$ cat src/rtl/hamming_pkg.sv
// Shared definitions for the Hamming(8,4) SECDED controller slice.
//   - operation mode and result status encodings
//   - controller FSM state encoding
//   - codeword builder used by the codec
package hamming_pkg;

  localparam logic       MODE_ENC = 1'b0;
  localparam logic       MODE_DEC = 1'b1;

  localparam logic [1:0] ST_CLEAN = 2'b00;
  localparam logic [1:0] ST_CORR  = 2'b01;
  localparam logic [1:0] ST_DBL   = 2'b10;

  typedef enum logic [1:0] {
    S_IDLE = 2'd0,
    S_EXEC = 2'd1,
    S_HOLD = 2'd2
  } state_e;

  // Registered operand captured on accept.
  typedef struct packed {
    logic       mode;
    logic [7:0] data;
  } op_t;

  // Bits [6:0] are Hamming positions 1..7 = {d3,d2,d1,p4,d0,p2,p1};
  // bit 7 makes the whole byte even parity.
  function automatic logic [7:0] hamming_encode(input logic [3:0] d);
    logic [6:0] c;
    c[0] = d[0] ^ d[1] ^ d[3];
    c[1] = d[0] ^ d[2] ^ d[3];
    c[2] = d[0];
    c[3] = d[1] ^ d[2] ^ d[3];
    c[4] = d[1];
    c[5] = d[2];
    c[6] = d[3];
    return {^c, c};
  endfunction

endpackage

$ cat src/rtl/hamming_if.sv
// Command/result handshake bundle for hamming_ctrl.
//   in_valid/in_ready/in_mode/in_data     : command channel (producer -> controller)
//   out_valid/out_ready/out_data/out_status: result channel (controller -> consumer)
// master: the command producer / result consumer side.
// slave : the controller side.
interface hamming_if;
  logic       in_valid;
  logic       in_ready;
  logic       in_mode;
  logic [7:0] in_data;
  logic       out_valid;
  logic       out_ready;
  logic [7:0] out_data;
  logic [1:0] out_status;

  modport master (
    output in_valid, in_mode, in_data, out_ready,
    input  in_ready, out_valid, out_data, out_status
  );

  modport slave (
    input  in_valid, in_mode, in_data, out_ready,
    output in_ready, out_valid, out_data, out_status
  );
endinterface

$ cat src/rtl/hamming_secded_codec.sv
// Purely combinational SECDED Hamming(8,4) encoder/decoder.
//   mode   in  0 = encode din[3:0], 1 = decode din[7:0]
//   din    in  nibble or codeword
//   dout   out codeword (encode) or {4'b0, data} (decode)
//   status out ST_CLEAN / ST_CORR / ST_DBL (always ST_CLEAN for encode)
module hamming_secded_codec
  import hamming_pkg::*;
(
  input  logic       mode,
  input  logic [7:0] din,
  output logic [7:0] dout,
  output logic [1:0] status
);

  logic [2:0] syn;
  logic       par;
  logic [7:0] cw;

  always_comb begin
    dout   = '0;
    status = ST_CLEAN;
    syn    = '0;
    par    = 1'b0;
    cw     = din;
    if (mode == MODE_ENC) begin
      dout = hamming_encode(din[3:0]);
    end else begin
      syn[0] = din[0] ^ din[2] ^ din[4] ^ din[6];
      syn[1] = din[1] ^ din[2] ^ din[5] ^ din[6];
      syn[2] = din[3] ^ din[4] ^ din[5] ^ din[6];
      par    = ^din;
      if (syn != 3'd0 && par) begin
        // Syndrome names the Hamming position; position k lives in bit k-1.
        cw[syn - 3'd1] = ~din[syn - 3'd1];
        status         = ST_CORR;
      end else if (syn == 3'd0 && par) begin
        // Only the overall parity bit flipped; data bits are intact.
        status = ST_CORR;
      end else if (syn != 3'd0 && !par) begin
        status = ST_DBL;
      end
      dout = {4'b0000, cw[6], cw[5], cw[4], cw[2]};
    end
  end

endmodule

$ cat src/rtl/hamming_ctrl.sv
// Sequencing controller around one shared SECDED Hamming(8,4) codec.
//   clk, rst_n      clock and synchronous active-low reset
//   bus (slave)     command and result handshakes (see hamming_if)
//   cnt_clr         one-cycle clear of both error counters
//   err_single_cnt  saturating count of corrected decodes
//   err_double_cnt  saturating count of uncorrectable decodes
//   busy            high whenever the FSM is not idle
// One op at a time: IDLE accepts, EXEC runs the codec, HOLD presents the
// result until the consumer takes it.
module hamming_ctrl
  import hamming_pkg::*;
#(
  parameter int CNT_W = 8
) (
  input  logic             clk,
  input  logic             rst_n,
  hamming_if.slave         bus,
  input  logic             cnt_clr,
  output logic [CNT_W-1:0] err_single_cnt,
  output logic [CNT_W-1:0] err_double_cnt,
  output logic             busy
);

  state_e           state_q, state_d;
  op_t              op_q;
  logic [7:0]       res_data_q;
  logic [1:0]       res_st_q;
  logic [CNT_W-1:0] single_q, double_q;

  logic [7:0]       codec_dout;
  logic [1:0]       codec_st;

  hamming_secded_codec u_codec (
    .mode   (op_q.mode),
    .din    (op_q.data),
    .dout   (codec_dout),
    .status (codec_st)
  );

  // FSM state register
  always_ff @(posedge clk) begin
    if (!rst_n) state_q <= S_IDLE;
    else        state_q <= state_d;
  end

  // FSM next state
  always_comb begin
    state_d = state_q;
    case (state_q)
      S_IDLE:  if (bus.in_valid) state_d = S_EXEC;
      S_EXEC:  state_d = S_HOLD;
      S_HOLD:  if (bus.out_ready) state_d = S_IDLE;
      default: state_d = S_IDLE;
    endcase
  end

  // FSM outputs
  always_comb begin
    bus.in_ready  = 1'b0;
    bus.out_valid = 1'b0;
    busy          = 1'b1;
    case (state_q)
      S_IDLE: begin
        bus.in_ready = 1'b1;
        busy         = 1'b0;
      end
      S_HOLD:  bus.out_valid = 1'b1;
      default: ;
    endcase
  end

  // Operand and result registers. The result only changes in EXEC, so it
  // is stable for the whole of HOLD regardless of back-pressure.
  always_ff @(posedge clk) begin
    if (!rst_n) begin
      op_q       <= '0;
      res_data_q <= '0;
      res_st_q   <= ST_CLEAN;
    end else begin
      if (state_q == S_IDLE && bus.in_valid) begin
        op_q.mode <= bus.in_mode;
        op_q.data <= bus.in_data;
      end
      if (state_q == S_EXEC) begin
        res_data_q <= codec_dout;
        res_st_q   <= codec_st;
      end
    end
  end

  assign bus.out_data   = res_data_q;
  assign bus.out_status = res_st_q;

  // Error counters: count once per decode in EXEC, hold at all-ones,
  // and a clear overrides a same-cycle increment.
  logic inc_single, inc_double;
  assign inc_single = (state_q == S_EXEC) && (op_q.mode == MODE_DEC) && (codec_st == ST_CORR);
  assign inc_double = (state_q == S_EXEC) && (op_q.mode == MODE_DEC) && (codec_st == ST_DBL);

  always_ff @(posedge clk) begin
    if (!rst_n || cnt_clr) begin
      single_q <= '0;
      double_q <= '0;
    end else begin
      if (inc_single && single_q != '1) single_q <= single_q + CNT_W'(1);
      if (inc_double && double_q != '1) double_q <= double_q + CNT_W'(1);
    end
  end

  assign err_single_cnt = single_q;
  assign err_double_cnt = double_q;

endmodule

$ cat src/flat_wrapper.sv
// flat-port wrapper written by rule: the top's interface ports become plain ports
module hamming_ctrl_flat import hamming_pkg::*;
#(
  parameter int CNT_W = 8
)
  (clk, rst_n, cnt_clr, err_single_cnt, err_double_cnt, busy, bus_in_valid, bus_in_mode, bus_in_data, bus_out_ready, bus_in_ready, bus_out_valid, bus_out_data, bus_out_status);
  hamming_if bus_i ();
  input  logic clk;
  input  logic rst_n;
  input  logic cnt_clr;
  output logic [CNT_W-1:0] err_single_cnt;
  output logic [CNT_W-1:0] err_double_cnt;
  output logic busy;
  input wire logic [$bits(bus_i.in_valid)-1:0] bus_in_valid;
  input wire logic [$bits(bus_i.in_mode)-1:0] bus_in_mode;
  input wire logic [$bits(bus_i.in_data)-1:0] bus_in_data;
  input wire logic [$bits(bus_i.out_ready)-1:0] bus_out_ready;
  output wire logic [$bits(bus_i.in_ready)-1:0] bus_in_ready;
  output wire logic [$bits(bus_i.out_valid)-1:0] bus_out_valid;
  output wire logic [$bits(bus_i.out_data)-1:0] bus_out_data;
  output wire logic [$bits(bus_i.out_status)-1:0] bus_out_status;
  assign bus_i.in_valid = bus_in_valid;
  assign bus_i.in_mode = bus_in_mode;
  assign bus_i.in_data = bus_in_data;
  assign bus_i.out_ready = bus_out_ready;
  assign bus_in_ready = bus_i.in_ready;
  assign bus_out_valid = bus_i.out_valid;
  assign bus_out_data = bus_i.out_data;
  assign bus_out_status = bus_i.out_status;
  hamming_ctrl #(.CNT_W(CNT_W)) u_core (.clk(clk), .rst_n(rst_n), .bus(bus_i), .cnt_clr(cnt_clr), .err_single_cnt(err_single_cnt), .err_double_cnt(err_double_cnt), .busy(busy));
endmodule
$ cat config.mk
export PLATFORM = sky130hd
export DESIGN_NAME = hamming_ctrl_flat
export DESIGN_NICKNAME = d
export VERILOG_FILES = /design/src/rtl/hamming_pkg.sv /design/src/rtl/hamming_if.sv /design/src/rtl/hamming_secded_codec.sv /design/src/rtl/hamming_ctrl.sv /design/src/flat_wrapper.sv
export SDC_FILE = /design/constraint.sdc
export NUM_CORES = 1
export LEC_CHECK = 0
export ABC_AREA = 1
export BUFFER_PORTS_ARGS = -buffer_cell sky130_fd_sc_hd__buf_2
export CAP_MARGIN = 5
export CORE_MARGIN = 2
export CORE_UTILIZATION = 54
export CTS_CLUSTER_DIAMETER = 200
export CTS_CLUSTER_SIZE = 25
export DETAILED_ROUTE_END_ITERATION = 6
export GPL_TIMING_DRIVEN = 0
export PLACE_DENSITY = 0.83
export SLEW_MARGIN = 0
export SYNTH_ARGS = -nofsm -noshare
export SYNTH_HDL_FRONTEND = slang
export SYNTH_SLANG_ARGS = --single-unit
export TNS_END_PERCENT = 30
$ cat constraint.sdc
create_clock -name clk -period 2.5 [get_ports clk]
set_clock_uncertainty 0.1 [all_clocks]
set_input_delay 0.125 -clock clk [delete_from_list [all_inputs] [get_ports clk]]
set_output_delay 0.125 -clock clk [all_outputs]
set_load 0.05 [all_outputs]
==> results of run 1 <==
## Yosys cell counts (all sizes together)
cell type / number
nor3: 5
nand3b: 1
a22o: 1
a21oi: 33
xnor2: 10
o21a: 1
clkbuf: 4
buf: 4
and3: 1
ha: 4
inv: 34
nand4: 2
clkinv: 1
a22oi: 1
dfxtp: 37
nor3b: 1
xor2: 8
nand3: 24
nor2: 26
a211oi: 1
nand2: 75
o21ai: 21
## through the flow
step	hold WS, ns	instances	utilization, %
2_1_floorplan	0.163	295	-
3_3_place_gp	0.277	385	64.1
3_5_place_dp	0.283	385	64.1
4_1_cts	0.00439	395	67.5
5_1_grt	0.0141	395	68.5
6_report	-0.00485	395	68.5
## worst max-delay path, stage by stage (launching register included)
cell and delay, ns:
sky130_fd_sc_hd__dfxtp_1 0.49, sky130_fd_sc_hd__inv_1 0.15, sky130_fd_sc_hd__nand3_2 0.13, sky130_fd_sc_hd__nand2_2 0.07
sky130_fd_sc_hd__nand2_1 0.09, sky130_fd_sc_hd__nand2_2 0.10, sky130_fd_sc_hd__ha_2 0.21, sky130_fd_sc_hd__ha_4 0.26
sky130_fd_sc_hd__inv_1 0.07, sky130_fd_sc_hd__nand3_1 0.08, sky130_fd_sc_hd__a21oi_1 0.16, sky130_fd_sc_hd__nor2_1 0.09
sky130_fd_sc_hd__nand3_1 0.09, sky130_fd_sc_hd__nand2_1 0.05, sky130_fd_sc_hd__a21oi_1 0.12
## cells by family (layout without fill, tap and decap cells)
logic type	after synthesis	after routing	synth area share (%)
xor+xnor	18	18	8.61
compound gates	58	58	14.6
flops	37	37	35.4
simple gates	135	135	30.6
fa+ha+maj	4	4	2.39
buf+inv	43	95	8.37
## power by group through the flow
stage          clock network (uW)  logic (uW)  registers, uW
2_1_floorplan                   0         391            669
3_3_place_gp                    0         500            644
3_5_place_dp                    0         509            644
4_1_cts                       484         521            631
5_1_grt                       501         631            635
6_report                      475         566            632
## what timing repair did
item                                    in CTS  in global routing
hold buffers                                 2                  0
resized for setup                            1                  8
endpoints found under the setup margin       3                  9
endpoints found under the hold margin        2                  0
pin swaps                                    0                  1
## layer usage
layer  wire length (um)  share of wire, %
met1               2130                46
met2               2190                47
met5                  0                 0
met4                 73               1.6
met3                260               5.6
## registers in the layout, indices dropped and copies added (netlist names)
name	count
u_core.op_q	9
u_core.bus.out_data	8
u_core.err_double_cnt	8
u_core.err_single_cnt	8
u_core.bus.out_status	2
u_core.state_q	2
## layout make-up
class | count | area share, %
Buffer | 8 | 1.83
Clock buffer | 7 | 3.81
Clock inverter | 1 | 0.347
Inverter | 35 | 5.25
Multi-Input combinational cell | 215 | 48.0
Sequential cell | 37 | 29.3
Tap cell | 48 | 2.38
Timing Repair Buffer | 44 | 9.11
## worst paths after layout
check                           end
min                  u_core.op_q[3]
max reg2reg  u_core.bus.out_data[0]
max          u_core.bus.out_data[0]
min reg2reg  u_core.bus.out_data[6]
==> metrics.yaml, run 1 <==
met3_usage_pct: 4.77
antenna_found_initial: 0
synth_sequential_area_ratio_pct: 35.4
synth_net_count: 313
worst_hold_slack_ns: -0.00485
r2r_start: "u_core.op_q[4]"
ctsHtreeMaxLevel: 2
post-route-worst-setup-slack_ns: 0.168
start_util_pct: 56.8
netlist-cell-type-count: 31
layout_min_cycle_time_ns: 2.33
hold_path_class: "input pin to flop"
sequential_cell_area_um2: 741
final_common_cell: "sky130_fd_sc_hd__nand2_1"
first_iter_violations: 103
yosysTopAreaCell: "sky130_fd_sc_hd__dfxtp_1"
synth-warning-count: 0
post_cts_buffers: 0
timing.reg2reg.setup_slack_ns: 0.17
cts_buffer_count: 5
failed_checks: "negative hold slack"
worst_setup_path_end_kind: "flop"
multi_input_area_mm2: 0.00121
pwr_density_cell_mw_per_mm2: 662
clkLatencyLatePin_ns: 0.29
grtUsageTotal_pct: 22.8
placement_cell_area_mm2: 0.00236
comb_power_share_pct: 33.8
net-switching-power_uw: 602
grt_remaining_overflow: 0
core_mm2: 0.00369
stdcell_area_mm2: 0.00253
sort_of_element_at_the_start_of_the_critical_path: "flop"
groute.layer.met2.usage_pct: 37.9
maxCapViolations: 0
areaGrowthSynthToFinish_pct: 20.7
worst_hold_path_cell_count: 3
ios: 43
cp-startpoint: "u_core.op_q[4]"
cts_max_path_buffers: 2
cts_tree: "done"
fp-row-count: 22
fin_tns_setup_ns: 0
drc: 0
synthesis.instances: 295
synth_largest_type_area_fraction_pct: 35.4
cts_sinks: 37
chipHeight_um: 66.3
inserted_diodes: 0
gr-usage-met1_pct: 29.2
crit_path_max_fanout: 5
max_slew_margin_pct: 56.2
post-route-period-util_pct: 93.3
post_place_setup_slack_ns: 0.00802
die-area_mm2: 0.00439
share_of_final_layout_standard_cells_stronger_than_drive_strength_1_pct: 24.5
crit_type: "flop to flop"
power.switching_fraction_pct: 36.0
dr_total_vias: 2047
syn_area_per_cell_um2: 7.10
worst-endpoint-required_ns: 2.62
finalMaxSlewViolations: 0
port-buffer-count: 42
total_leakage_power_uw: 0.00115
fmax_mhz: 429
peakVddDrop_v: 0.000465
report.power.total_uw: 1670
timing.final.hold_violations: 1
syn_area_mm2: 0.00209
clkSlewWorstSetupHoldPaths_ns: 0.07
cts_root_buffer: "sky130_fd_sc_hd__clkbuf_8"
yosys_register_bits: 37
first_global_vias: 1791
worst_pin_slew_ns: 0.655
place.gp.congestion: 0.848
run_status: "finished with violations"
finalWirelength_um: 4650
synth.top_cells.by_area: "sky130_fd_sc_hd__dfxtp_1, sky130_fd_sc_hd__nand2_1, sky130_fd_sc_hd__a21oi_1"
dieWidth_um: 66.3
avgViaCountPerCell: 5.18
critPathArrivalTime_ns: 2.45
power_frac_seq_pct: 37.8
dp_hpwl_um: 3480
p_clk_share_pct: 28.4
global_route_wire_length_before_repair_um: 7730
grt_start_max_net_pins: 13
power_report.internal_total_uw: 1070
setup_viol: 0
most-common-layout-cells: "sky130_fd_sc_hd__nand2_1, sky130_fd_sc_hd__buf_2, sky130_fd_sc_hd__dfxtp_1"
routed_len_inst_um: 11.8
worstHoldStart: "bus_in_data[3]"
reg2regPathDepth: 14
drtPass1Iterations: 4
grt_busiest_layer: "met2"
detail-route-antenna-nets: 0
final_nets: 364
num-fill-cells: 332
No activity file was read; power rests on OpenSTA's default activity.
==> run 2, diff against run 1 <==
--- a/config.mk
+++ b/config.mk
@@ -15,6 +15,7 @@
 export DETAILED_ROUTE_END_ITERATION = 6
 export GPL_TIMING_DRIVEN = 0
 export PLACE_DENSITY = 0.83
+export REMOVE_ABC_BUFFERS = 1
 export SLEW_MARGIN = 0
 export SYNTH_ARGS = -nofsm -noshare
 export SYNTH_HDL_FRONTEND = slang
==> constraint.sdc (replaced) <==
create_clock -name clk -period 2.6 [get_ports clk]
set_clock_uncertainty 0.1 [all_clocks]
set_input_delay 0.13 -clock clk [delete_from_list [all_inputs] [get_ports clk]]
set_output_delay 0.13 -clock clk [all_outputs]
set_load 0.05 [all_outputs]
==> run 2 against run 1 <==
The flow now finishes without violations. Clock power grew 5.5%. Non-clock buffer count shrank 7. First-iteration DRC count shrank 34%. Core utilization shrank 0.92 points. Maximum frequency grew 1.1%. Total power shrank 2.1%. Final area shrank 1.3%. Critical path depth grew 1. Wire length grew 1.1%. Global-route usage grew 1.5 points. Via count shrank 2.6%. Sequential cell count is the same. Critical path type unchanged. Highest routed layer unchanged.
==> metrics.yaml, run 2 (synthesized netlist as in run 1, its figures left out) <==
worst_hold_slack_ns: 0.0147  # was -0.00485 ns
detail-route-antenna-nets: 0  # unchanged
critical-path-top-delay-family: "simple AND/OR/NAND/NOR gates"  # unchanged
fp-row-count: 22  # unchanged
met2RoutedLength_um: 2270  # was 2190 um
placement_cell_area_mm2: 0.00232  # was 0.00236 mm2
max_slew_margin_pct: 58.3  # was 56.2%
crit_path_max_fanout: 8  # was 5
total_leakage_power_uw: 0.00112  # was 0.00115 uW
worstHoldStart: "bus_in_data[1]"  # was bus_in_data[3]
grt_setup_unrepaired: "false"
grt_start_max_net_pins: 19  # was 13
wl_met3_um: 242  # was 260 um
pwr_density_cell_mw_per_mm2: 657  # was 662 mW/mm2
worst_setup_path_end_kind: "flop"  # unchanged
timing.reg2reg.setup_slack_ns: 0.29  # was 0.17 ns
place.gp.congestion: 0.888  # was 0.848
cpMaxStageDelayCell: "sky130_fd_sc_hd__dfxtp_4"  # was sky130_fd_sc_hd__dfxtp_1
clkSlewWorstSetupHoldPaths_ns: 0.07  # about the same
inserted_diodes: 0  # unchanged
post_cts_buffers: 0  # unchanged
critical_path.cell_chain: "inv_2 > nand2_1 > nand3_1 > nand2_1 > nand2_1 > nand2_2 > ha_1 > ha_4 > nor2_4 > nand3_1 > nand2_1 > nor2_1 > nand3_1 > nand2_1 > a21oi_1"  # was inv_1 > nand3_2 > nand2_2 > nand2_1 > nand2_2 > ha_2 > ha_4 > inv_1 > nand3_1 > a21oi_1 > nor2_1 > nand3_1 > nand2_1 > a21oi_1
worst_hold_path_cell_count: 3  # unchanged
crit_type: "flop to flop"  # unchanged
stdcell_area_mm2: 0.00249  # was 0.00253 mm2
highest-signal-layer: "met4"  # unchanged
dieWidth_um: 66.3  # unchanged
cts_buffer_count: 5  # unchanged
maxCapViolations: 0  # unchanged
post-route-period-util_pct: 88.7  # was 93.3%
hold_path_class: "input pin to flop"  # unchanged
ios: 43  # unchanged
routed_len_inst_um: 12.1  # was 11.8 um
first_iter_violations: 68  # was 103
setup_viol: 0  # unchanged
port-buffer-count: 42  # unchanged
r2r_start: "u_core.op_q[2]"  # was u_core.op_q[4]
detailed_routing_wirelength_on_met1_um: 2090  # was 2130 um
clkLatencyLatePin_ns: 0.30  # was 0.29 ns
core_mm2: 0.00369  # unchanged
drtPass1Iterations: 4  # unchanged
die-area_mm2: 0.00439  # unchanged
ctsHtreeMaxLevel: 2  # unchanged
grtUsageTotal_pct: 24.4  # was 22.8%
cts_tree: "done"  # unchanged
sort_of_element_at_the_start_of_the_critical_path: "flop"  # unchanged
worstHoldEndpoint: "u_core.op_q[1]"  # was u_core.op_q[3]
run_status: "finished clean"  # was finished with violations
cts_root_buffer: "sky130_fd_sc_hd__clkbuf_8"  # unchanged
fin_tns_setup_ns: 0  # unchanged
rr_endpoint: "u_core.bus.out_data[0]"  # unchanged
worst-endpoint-required_ns: 2.69  # was 2.62 ns
drc: 0  # unchanged
areaGrowthSynthToFinish_pct: 19.1  # was 20.7%
finalWirelength_um: 4700  # was 4650 um
cts_max_path_buffers: 2  # unchanged
max_ffs_per_register: 9  # unchanged
peakVddDrop_v: 0.000465  # about the same
first_global_vias: 1873  # was 1791
layout_min_cycle_time_ns: 2.31  # was 2.33 ns
grt_remaining_overflow: 0  # unchanged
dr_total_vias: 1994  # was 2047
fmax_mhz: 434  # was 429 MHz
chipHeight_um: 66.3  # unchanged
reg2regPathDepth: 15  # was 14
critPathArrivalTime_ns: 2.39  # was 2.45 ns
share_of_final_layout_standard_cells_stronger_than_drive_strength_1_pct: 22.9  # was 24.5%
start_util_pct: 56.8  # unchanged
critical-path-top-cell-by-count: "sky130_fd_sc_hd__nand2_1"
final_common_cell: "sky130_fd_sc_hd__nand2_1"  # unchanged
global_route_wire_length_before_repair_um: 8230  # was 7730 um
critical-path-max-stage-delay_ns: 0.39  # was 0.49 ns
dp_hpwl_um: 3400  # was 3480 um
finalMaxSlewViolations: 0  # unchanged
timing.final.hold_violations: 0  # was 1
most-common-layout-cells: "sky130_fd_sc_hd__nand2_1, sky130_fd_sc_hd__buf_2, sky130_fd_sc_hd__dfxtp_1"  # unchanged
avgViaCountPerCell: 5.14  # was 5.18
critical_path_buf_inv_count: 1  # was 2
final_nets: 357  # was 364
cts_sinks: 37  # unchanged
antenna_found_initial: 0  # unchanged
largest-register: "u_core.op_q"  # unchanged
worst_pin_slew_ns: 0.623  # was 0.655 ns
## run 2: changes by cell type in the layout (fill, tap and decap cells not counted), sizes merged
cell and delta:
dlygate4sd3 +1, inv -1, clkinv +1, bufinv +1, clkbuf -5, buf -4
## run 2: report_power, final
| group | internal [uW] | switching [uW] |
|---|---|---|
| clock network | 288 | 213 |
| logic | 186 | 329 |
| registers | 589 | 33.3 |
| total | 1060 | 575 |
## run 2: metal layers
layer | up-vias | GRT usage, %
met4 | 0 | 9.18
met3 | 12 | 6.47
met1 | 876 | 30.2
met2 | 60 | 40.1
li1 | 1046 | -
met5 | - | 0
## run 2: area by class of cell
class | count | area (um2)
Timing Repair Buffer | 45 | 240
Inverter | 35 | 133
Clock buffer | 6 | 72.6
Sequential cell | 37 | 752
Clock inverter | 2 | 38.8
Fill cell | 326 | 1190
Multi-Input combinational cell | 215 | 1200
Tap cell | 48 | 60.1
## run 2: worst max path at each step
stage	cells after the start	end	slack, ns	from
floorplan	14	u_core.bus.out_data[3]	0.35	u_core.op_q[2]
finish	15	u_core.bus.out_data[0]	0.29	u_core.op_q[2]
global route	15	u_core.bus.out_data[3]	0.05	u_core.op_q[0]
CTS	14	u_core.bus.out_data[0]	0.02	u_core.op_q[2]
detailed placement	14	u_core.bus.out_data[0]	0.03	u_core.op_q[2]
global placement	14	u_core.bus.out_data[0]	0.07	u_core.op_q[2]
## run 2: what timing repair did
item                       in CTS  in global routing
resized for setup               0                  9
hold buffers                    3                  0
hold endpoints to repair        3                  0
setup endpoints to repair       0                  9
## run 2: tightest hold or removal path, cell delays in order
cell and delay (ns):
sky130_fd_sc_hd__buf_2 0.07, sky130_fd_sc_hd__o21ai_0 0.07, sky130_fd_sc_hd__a21oi_1 0.10
## run 2: per-stage QoR
step | worst slack [ns] | utilization (%) | cells | power, uW
3_5_place_dp | 0.0276 | 62.9 | 377 | 1100
3_3_place_gp | 0.0718 | 62.9 | 377 | 1090
6_report | 0.294 | 67.6 | 388 | 1640
2_1_floorplan | 0.352 | - | 287 | 1010
5_1_grt | 0.0511 | 67.6 | 388 | 1750
4_1_cts | 0.0204 | 66.8 | 388 | 1600
==> run 3, diff against run 2 <==
--- a/config.mk
+++ b/config.mk
@@ -9,12 +9,12 @@
 export BUFFER_PORTS_ARGS = -buffer_cell sky130_fd_sc_hd__buf_2
 export CAP_MARGIN = 5
 export CORE_MARGIN = 2
-export CORE_UTILIZATION = 54
+export CORE_UTILIZATION = 35
 export CTS_CLUSTER_DIAMETER = 200
 export CTS_CLUSTER_SIZE = 25
 export DETAILED_ROUTE_END_ITERATION = 6
 export GPL_TIMING_DRIVEN = 0
-export PLACE_DENSITY = 0.83
+export PLACE_DENSITY = 0.59
 export REMOVE_ABC_BUFFERS = 1
 export SLEW_MARGIN = 0
 export SYNTH_ARGS = -nofsm -noshare
==> run 3 against run 2 <==
Sequential power about the same. Largest power group unchanged. Critical endpoint unchanged. Count of clock-buffer cells in the layout is 1 higher. Cell count grew 7.0%. Register-to-register slack hardly changed. Wire length decreased by 1.9%. Die area increased by 51%. Core utilization down 25 points.
==> metrics.yaml, run 3 (synthesized netlist as in run 1, its figures left out) <==
run_status: "finished clean"  # unchanged
cp.depth: 15  # unchanged
fin_tns_setup_ns: 0  # unchanged
areaGrowthSynthToFinish_pct: 20.0  # was 19.1%
most-common-layout-cells: "sky130_fd_sc_hd__nand2_1, sky130_fd_sc_hd__buf_2, sky130_fd_sc_hd__dfxtp_1"  # unchanged
power_frac_seq_pct: 39.4  # was 38.0%
pwr_density_cell_mw_per_mm2: 627  # was 657 mW/mm2
layout_min_cycle_time_ns: 2.31  # about the same
multi_input_area_mm2: 0.00119  # was 0.00120 mm2
cts_max_path_buffers: 2  # unchanged
antenna_found_initial: 0  # unchanged
avgViaCountPerCell: 4.77  # was 5.14
critical-path-max-stage-delay_ns: 0.42  # was 0.39 ns
clkSlewWorstSetupHoldPaths_ns: 0.08  # was 0.07 ns
start_util_pct: 35.8  # was 56.8%
sort_of_element_at_the_start_of_the_critical_path: "flop"  # unchanged
worst_hold_slack_ns: 0.0153  # was 0.0147 ns
net-switching-power_uw: 562  # was 575 uW
final_common_cell: "sky130_fd_sc_hd__nand2_1"  # unchanged
dr_total_vias: 1980  # was 1994
worst-endpoint-required_ns: 2.72  # was 2.69 ns
finalCoreUtilization_pct: 42.9  # was 67.6%
cp-startpoint: "u_core.op_q[0]"  # was u_core.op_q[2]
num-fill-cells: 621  # was 326
power.switching_fraction_pct: 35.6  # was 35.1%
rr_endpoint: "u_core.bus.out_data[0]"  # unchanged
dieWidth_um: 81.3  # was 66.3 um
drc: 0  # unchanged
wl_met3_um: 192  # was 242 um
grt_remaining_overflow: 0  # unchanged
global_route_wire_length_before_repair_um: 7600  # was 8230 um
hold_path_class: "input pin to flop"  # unchanged
critical_path.cell_chain: "inv_1 > nand2_1 > nand3_1 > nand2_1 > nand2_1 > nand2_2 > ha_1 > ha_4 > nor2_2 > nand3_1 > nand2_1 > nor2_1 > nand3_1 > nand2_1 > a21oi_1"  # was inv_2 > nand2_1 > nand3_1 > nand2_1 > nand2_1 > nand2_2 > ha_1 > ha_4 > nor2_4 > nand3_1 > nand2_1 > nor2_1 > nand3_1 > nand2_1 > a21oi_1
dp_hpwl_um: 3600  # was 3400 um
fp-row-count: 28  # was 22
critical-path-top-cell-by-count: "sky130_fd_sc_hd__nand2_1"  # unchanged
worst_hold_path_cell_count: 3  # unchanged
chipHeight_um: 81.3  # was 66.3 um
finalWirelength_um: 4620  # was 4700 um
ios: 43  # unchanged
total_leakage_power_uw: 0.00112  # about the same
power_report.internal_total_uw: 1010  # was 1060 uW
met2RoutedLength_um: 2160  # was 2270 um
final_nets: 357  # unchanged
critical_path_buf_inv_count: 1  # unchanged
cts_tree: "done"  # unchanged
share_of_final_layout_standard_cells_stronger_than_drive_strength_1_pct: 23.2  # was 22.9%
grt_start_max_net_pins: 19  # unchanged
routed_len_inst_um: 11.1  # was 12.1 um
largest-register: "u_core.op_q"  # unchanged
comb_power_share_pct: 31.2  # was 31.4%
first_iter_violations: 67  # was 68
core_mm2: 0.00585  # was 0.00369 mm2
drtPass1Iterations: 4  # unchanged
crit_type: "flop to flop"  # unchanged
timing.reg2reg.setup_slack_ns: 0.29  # about the same
detailed_routing_wirelength_on_met1_um: 2230  # was 2090 um
grtUsageTotal_pct: 14.6  # was 24.4%
critical-path-top-delay-family: "simple AND/OR/NAND/NOR gates"  # unchanged
ctsHtreeMaxLevel: 2  # unchanged
port-buffer-count: 42  # unchanged
sequential_cell_area_um2: 747  # was 752 um2
fmax_mhz: 433  # was 434 MHz
post-route-period-util_pct: 88.9  # was 88.7%
cts_buffer_count: 5  # unchanged
crit_path_max_fanout: 7  # was 8
inserted_diodes: 0  # unchanged
critPathArrivalTime_ns: 2.43  # was 2.39 ns
report.power.total_uw: 1580  # was 1640 uW
worst_setup_path_endpoint: "u_core.bus.out_data[0]"  # unchanged
clkLatencyLatePin_ns: 0.29  # was 0.30 ns
finalMaxSlewViolations: 0  # unchanged
die-area_mm2: 0.00662  # was 0.00439 mm2
maxCapViolations: 0  # unchanged
reg2regPathDepth: 15  # unchanged
worst_pin_slew_ns: 0.624  # was 0.623 ns
r2r_start: "u_core.op_q[0]"  # was u_core.op_q[2]
detail-route-antenna-nets: 0  # unchanged
worst_setup_path_end_kind: "flop"  # unchanged
highest-signal-layer: "met4"  # unchanged
cts_sinks: 37  # unchanged
p_clk_share_pct: 29.3  # was 30.6%
peakVddDrop_v: 0.000249  # was 0.000465 V
timing.final.hold_violations: 0  # unchanged
first_global_vias: 1772  # was 1873
max_ffs_per_register: 9  # unchanged
cpMaxStageDelayCell: "sky130_fd_sc_hd__dfxtp_2"  # was sky130_fd_sc_hd__dfxtp_4
grt_setup_unrepaired: "false"  # unchanged
setup_viol: 0  # unchanged
max_slew_margin_pct: 58.3  # about the same
place.gp.congestion: 0.839  # was 0.888
cts_root_buffer: "sky130_fd_sc_hd__clkbuf_8"  # unchanged
==> run 3: cell type report <==
cell class                 count  area share (%)
tap                           75            3.74
timing repair buffer          45            9.57
sequential                    37            29.7
clock inverter                 1           0.349
multi-input combinational    215            47.5
clock buffer                   7            3.84
inverter                      35            5.28
==> run 3: repair_timing <==
| action | 4_1_cts | 5_1_grt |
|---|---|---|
| hold buffers | 3 | 0 |
| setup endpoints to repair | 0 | 6 |
| setup buffers | 0 | 0 |
| hold endpoints to repair | 3 | 0 |
| gates resized for setup | 0 | 6 |
==> run 3: worst min-delay path by stage <==
| stage | end | slack (ns) | startpoint |
|---|---|---|---|
| after detailed placement | u_core.op_q[5] | 0.29 | bus_in_data[5] |
| after global routing | u_core.op_q[2] | 0.02 | bus_in_data[2] |
| after floorplan | u_core.op_q[3] | 0.17 | rst_n |
| after global placement | u_core.op_q[5] | 0.28 | bus_in_data[5] |
| after CTS | u_core.op_q[1] | 0.01 | bus_in_data[1] |
| final | u_core.op_q[1] | 0.02 | bus_in_data[1] |
==> run 3: power by group through the flow <==
stage	clock [uW]	sequential (uW)	combinational [uW]
2_1_floorplan	0	654	355
3_5_place_dp	0	635	467
3_3_place_gp	0	634	466
5_1_grt	498	626	555
6_report	462	621	492
4_1_cts	477	621	473
==> run 3: worst min-delay path, stage by stage <==
cell	delay, ns
sky130_fd_sc_hd__buf_2	0.07
sky130_fd_sc_hd__o21ai_0	0.07
sky130_fd_sc_hd__a21oi_1	0.10
==> run 3: through the flow <==
step                cell area, um2  setup slack (ns)  instances
floorplan                     2050             0.352        287
global placement              2350            0.0683        404
detailed placement            2350            0.0501        404
CTS                           2490            0.0241        415
global route                  2510           0.00987        415
finish                        2510             0.290        415
==> run 3: per-layer routing <==
layer  vias to the layer above  global-route usage [%]
li1                       1042                       -
met1                       893                    19.0
met2                        40                    23.9
met3                         5                    3.67
met4                         0                    4.07
met5                         -                       0
